## src/rtl/pipe_pkg.sv

```systemverilog
// Shared types and defaults for the pipeline hazard/forwarding unit.
// The entry record carries a destination field sized for the widest supported
// register number; narrower register files zero-extend into it.
package pipe_pkg;

    localparam int REG_AW_DEF     = 5;
    localparam int DEPTH_DEF      = 3;
    localparam int LOAD_STAGE_DEF = 2;

    // Upper bound on REG_AW that the shared record can hold.
    localparam int REG_AW_MAX     = 8;

    // One in-flight instruction as seen by the hazard logic.
    typedef struct packed {
        logic                  valid;
        logic                  wreg;
        logic                  m2reg;
        logic [REG_AW_MAX-1:0] d;
    } pipe_entry_t;

    // Width of a forward select able to name stages 0..depth.
    function automatic int sel_width(input int depth);
        return $clog2(depth + 1);
    endfunction

endpackage

```

## src/rtl/pipe_src_match.sv

```systemverilog
// Youngest-producer search for one ID source register over the tracked
// record. Returns whether any in-flight writer matches, which stage holds the
// youngest one, and whether that producer is a load.
module pipe_src_match
    import pipe_pkg::*;
#(
    parameter int REG_AW = REG_AW_DEF,
    parameter int DEPTH  = DEPTH_DEF,
    parameter int SW     = sel_width(DEPTH)
) (
    input  logic [REG_AW-1:0]       src,
    input  logic                    use_src,
    input  pipe_entry_t [DEPTH:1]   rec,
    output logic                    hit,
    output logic [SW-1:0]           stage,
    output logic                    is_load
);

    // Walk from the oldest stage towards EXE so a younger match overwrites an
    // older one; register 0 and unused sources never match.
    always_comb begin
        // NOTE: every output gets a default before the loop so no latch is inferred.
        hit     = 1'b0;
        stage   = '0;
        is_load = 1'b0;
        for (int k = DEPTH; k >= 1; k--) begin
            if (use_src && (src != '0) && rec[k].valid && rec[k].wreg &&
                (rec[k].d == REG_AW_MAX'(src))) begin
                hit     = 1'b1;
                stage   = SW'(k);
                is_load = rec[k].m2reg;
            end
        end
    end

endmodule

```

## src/rtl/pipe_hazard_unit.sv

```systemverilog
// Hazard detection and operand forwarding beside the ID stage.
// Tracks {valid, wreg, m2reg, d} for stages 1 (EXE) .. DEPTH, drives the
// forward selects and the stall, and counts stalled cycles (saturating).
// Build option: define PIPE_FORWARD_EN to enable forwarding. When it is not
// defined the selects stay 0 and any dependency on a tracked stage stalls
// until the producer has left the record.
module pipe_hazard_unit
    import pipe_pkg::*;
#(
    parameter int REG_AW     = REG_AW_DEF,
    parameter int DEPTH      = DEPTH_DEF,
    parameter int LOAD_STAGE = LOAD_STAGE_DEF,
    parameter int CNT_W      = 32,
    parameter int SW         = sel_width(DEPTH)
) (
    input  logic              clk,
    input  logic              rst_n,
    input  logic              id_valid,
    input  logic [REG_AW-1:0] id_rs,
    input  logic [REG_AW-1:0] id_rt,
    input  logic              id_use_rs,
    input  logic              id_use_rt,
    input  logic              id_wreg,
    input  logic              id_m2reg,
    input  logic [REG_AW-1:0] id_d,
    output logic              stall,
    output logic [SW-1:0]     fwd_a,
    output logic [SW-1:0]     fwd_b,
    output logic [CNT_W-1:0]  stall_cnt
);

`ifdef PIPE_FORWARD_EN
    localparam bit FWD_EN = 1'b1;
`else
    localparam bit FWD_EN = 1'b0;
`endif

    pipe_entry_t [DEPTH:1] rec;
    pipe_entry_t           id_entry;

    logic          hit_a, hit_b;
    logic          load_a, load_b;
    logic [SW-1:0] stage_a, stage_b;
    logic          luse_a, luse_b;
    logic          load_use, any_dep;

    pipe_src_match #(.REG_AW(REG_AW), .DEPTH(DEPTH), .SW(SW)) u_match_rs (
        .src     (id_rs),
        .use_src (id_use_rs),
        .rec     (rec),
        .hit     (hit_a),
        .stage   (stage_a),
        .is_load (load_a)
    );

    pipe_src_match #(.REG_AW(REG_AW), .DEPTH(DEPTH), .SW(SW)) u_match_rt (
        .src     (id_rt),
        .use_src (id_use_rt),
        .rec     (rec),
        .hit     (hit_b),
        .stage   (stage_b),
        .is_load (load_b)
    );

    // Classify each source's youngest producer and derive stall and selects.
    always_comb begin
        luse_a   = hit_a && load_a && (stage_a < SW'(LOAD_STAGE));
        luse_b   = hit_b && load_b && (stage_b < SW'(LOAD_STAGE));
        load_use = id_valid && (luse_a || luse_b);
        any_dep  = id_valid && (hit_a || hit_b);
        stall    = FWD_EN ? load_use : any_dep;
        fwd_a    = (FWD_EN && hit_a && !luse_a) ? stage_a : '0;
        fwd_b    = (FWD_EN && hit_b && !luse_b) ? stage_b : '0;
    end

    // What ID hands to EXE: the real instruction, or a bubble when stalled.
    always_comb begin
        id_entry       = '0;
        id_entry.valid = id_valid && !stall;
        id_entry.wreg  = id_wreg;
        id_entry.m2reg = id_m2reg;
        id_entry.d     = REG_AW_MAX'(id_d);
        if (!id_entry.valid) begin
            id_entry = '0;
        end
    end

    // Advance the in-flight record one stage per clock; the oldest drops off.
    always_ff @(posedge clk or negedge rst_n) begin
        if (!rst_n) begin
            // NOTE: the record is a handful of flops, so it is cleared by reset; only valid matters but zeroing all is cheapest to reason about.
            rec <= '0;
        end else begin
            for (int k = DEPTH; k >= 2; k--) begin
                // NOTE: non-blocking so each stage takes its neighbour's old value.
                rec[k] <= rec[k-1];
            end
            rec[1] <= id_entry;
        end
    end

    // Count stalled cycles, holding at all-ones.
    always_ff @(posedge clk or negedge rst_n) begin
        if (!rst_n) begin
            stall_cnt <= '0;
        end else if (stall && (stall_cnt != '1)) begin
            stall_cnt <= stall_cnt + CNT_W'(1);
        end
    end

endmodule

```

## config.mk

```make
export PLATFORM = sky130hd
export DESIGN_NAME = pipe_hazard_unit
export DESIGN_NICKNAME = d
export VERILOG_FILES = /design/src/rtl/pipe_pkg.sv /design/src/rtl/pipe_src_match.sv /design/src/rtl/pipe_hazard_unit.sv
export SDC_FILE = /design/constraint.sdc
export NUM_CORES = 1
export LEC_CHECK = 0
export ABC_AREA = 1
export CAP_MARGIN = 20
export CELL_PAD_IN_SITES_DETAIL_PLACEMENT = 0
export CELL_PAD_IN_SITES_GLOBAL_PLACEMENT = 1
export CORE_ASPECT_RATIO = 1.4
export CORE_MARGIN = 2
export CORE_UTILIZATION = 37
export CTS_CLUSTER_DIAMETER = 150
export DETAILED_ROUTE_END_ITERATION = 12
export PLACE_DENSITY = 0.88
export SETUP_SLACK_MARGIN = 0.2
export SYNTH_ARGS = -nofsm -noshare
export SYNTH_HDL_FRONTEND = slang
export SYNTH_SLANG_ARGS = --single-unit
```

## constraint.sdc

```tcl
create_clock -name clk -period 2.03 [get_ports clk]
set_input_delay 0.406 -clock clk [delete_from_list [all_inputs] [get_ports clk]]
set_output_delay 0.406 -clock clk [all_outputs]
set_load 0.005 [all_outputs]
```

==> flow_metrics.py <==
metrics = {
    "worst_setup_path": {
        "cp_cell_sequence": "dlygate4sd2_1, buf_4, nand2_1, nand2_1, nor2_1, nand3_2, nand3_2, nand2_2, a21oi_2, buf_2",
        "cp-end-kind": "output pin",
        "critPathArrivalTime_ns": 1.55,
        "cp_max_fo": 3,
        "slowest_stage": "dlygate4sd2_1",
        "critPathMaxStageDelay_ns": 0.25,
        "crit_required_ns": 1.62,
        "cp-start-kind": "input port",
        "criticalPathCategory": "input port to output pin",
    },
    "die": {
        "die_h_um": 118.2,
        "die_area_um2": 10110,
        "core_um2": 9029,
        "rows": 41,
        "initial_core_util": 0.3815,
        "io_pins": 59,
        "die_x_um": 85.55,
    },
    "route": {
        "wl_mm": 11.17,
        "wl_per_cell_um": 15.51,
        "firstDrtPassIters": 4,
        "num_vias": 3643,
        "route.detailed.drc": 0,
        "routed_via_density": 5.060,
        "ant_nets": 0,
        "drt-initial-drc-count": 124,
    },
    "global_routing": {
        "grt_first_pass_wirelength_mm": 18.16,
        "grt_antenna_before_repair": 0,
        "overflow": 0,
        "grt_max_degree": 54,
        "track_usage": 0.2286,
        "grt_pass1_vias": 3694,
    },
    "place": {
        "dp_hpwl_mm": 8.569,
        "placed_area_um2": 4237,
        "gp_congestion": 0.9468,
        "dp_cells": 704,
        "io_buffer_count": 53,
    },
    "power": {
        "leakage_nw": 2.236,
        "powerDensity_nw_per_um2": 510.9,
        "peakVddDrop_v": 0.0003056,
        "power_w": 0.002317,
    },
    "run": {
        "max_cap_violations": 0,
    },
    "clocking": {
        "clk_pin_slew_ns": 0.07,
        "worstSkewPairLatency_ns": 0.30,
        "cts-buffers-inserted": 5,
        "cts_tree": "done",
        "cts_sinks": 53,
        "cts_max_level": 2,
        "cts_buffer_depth": 2,
        "clockRootBuffer": "clkbuf_16",
    },
    "synth": {
        "yosysWarnings": 0,
        "synth.distinct_cells": 20,
        "synth_compound_area_frac": 0.01598,
        "yosys.area_share.adder": 0.003632,
        "ys_ff_latch": 53,
        "seq_area_frac_synth": 0.3850,
        "synth_area_um2": 3445,
        "synthSimpleGateAreaFrac": 0.4613,
        "synth_top_family_by_area": "simple AND/OR/NAND/NOR gates",
        "synthMuxAreaShare": 0,
        "synth_xor_area_frac": 0.03814,
        "syn_inst": 529,
        "syn_avg_cell_area_um2": 6.511,
    },
    "sta": {
        "setup_viol": 0,
        "slew_violations": 0,
        "fin_crit_ns": 1.956,
        "finClkSkew_ns": 0.004481,
        "finalCritPeriodShare": 0.9637,
        "clock.fmax_ghz": 0.5112,
        "finalHoldViolations": 0,
        "rsz0062_at_grt": "yes",
    },
    "cells_and_area": {
        "multiInputGateArea_um2": 1893,
        "layout-area-overhead-vs-synth_pct": 31.67,
        "antenna_cells": 0,
        "final_cell_mix": "nand2_1, nor2_1, dfrtp_1",
        "fin_area_um2": 4536,
        "ff_latch_area_um2": 1329,
        "fin_nets": 635,
        "mostFrequentLayoutCell": "nand2_1",
        "nFillCells": 926,
        "layout.cells.non_filler": 720,
        "drive_above_1_share": 0.1582,
        "final_core_util": 0.5024,
    },
    "worst_hold_path": {
        "hp-class": "input port to asynchronous set/reset pin",
    },
    "status": {
        "status": "finished, final reports clean",
    },
}
[worst paths after layout]
check                      startpoint             to  slack (ns)  cells after the start
setup / recovery             id_rt[3]          stall        0.07                     10
hold / removal                  rst_n        rec[32]        0.09                      2
setup reg to reg               rec[1]   stall_cnt[7]        0.23                     13
hold reg to reg               rec[21]        rec[32]        0.38                      0
max in group asynchronous       rst_n  stall_cnt[12]        1.67                      2
min in group clk              rec[21]        rec[32]        0.38                      0
[what timing repair did]
item	4_1_cts	5_1_grt
setup endpoints to repair	40	39
hold endpoints to repair	0	0
cloned	0	0
pin swaps	9	15
buffers inserted	4	4
gates resized for setup	44	30
hold buffers	0	0
[flip-flops by register name (all words and copies together), names as in the netlist]
name       cells
stall_cnt     32
rec           21
[routing by layer]
layer / routed length, um / GRT usage / share of wire / vias up
met4: 437 / 0.09623 / 0.039 / 0
met5: 0 / 0 / 0 / -
li1: - / - / - / 1819
met2: 6038 / 0.4282 / 0.54 / 95
met3: 415 / 0.02863 / 0.037 / 30
met1: 4277 / 0.2524 / 0.38 / 1699
[area by class of cell]
class / count / area share
multi-input combinational: 404 / 0.4174
sequential: 53 / 0.2930
timing repair buffer: 90 / 0.1799
inverter: 58 / 0.04800
tap: 107 / 0.02952
clock buffer: 5 / 0.02759
clock inverter: 3 / 0.004690
[where the power goes]
part | switching [W] | internal, W | leakage [nW]
registers | 0.0000271 | 0.00109 | 0.710
clock network | 0.000415 | 0.000461 | 0.0702
logic | 0.000186 | 0.000140 | 1.46
total | 0.000628 | 0.00169 | 2.24
[cells in the mapped netlist (all sizes together)]
master,count,area (um2)
o21ai,9,45.04
nor3,12,60.06
conb,1,3.750
clkbuf,4,15.01
inv,58,217.7
xor2,13,113.9
a21oi,2,10.01
nand2,227,852.1
buf,13,93.84
nand3b,9,67.56
ha,1,12.51
nand4,38,237.7
nand3,18,105.1
xnor2,2,17.52
dfrtp,53,1326
nor2,69,266.5
[kinds of logic after synthesis]
logic type      after synthesis
other cells                   1
flops                        53
compound gates               11
fa+ha+maj                     1
simple gates                373
buf+inv                      75
xor+xnor                     15
[critical path, delay by kind of cell]
kind                   cells  cell delay [ns]
AO/OA/AOI/OAI              1             0.13
buffers and inverters      3             0.52
AND/OR/NAND/NOR            6             0.51
[stage by stage]
stage | TNS, ns | hold slack, ns | setup slack, ns
after floorplan | 0 | 0.1104 | 0.2851
after global placement | -23.88 | 0.3562 | -0.7759
after detailed placement | -22.24 | 0.3619 | -0.7342
after CTS | 0 | 0.1093 | 0.1041
after global routing | -0.02794 | 0.1095 | -0.02794
final | 0 | 0.08887 | 0.07364
Note: power is estimated with default switching activity, not from simulation.
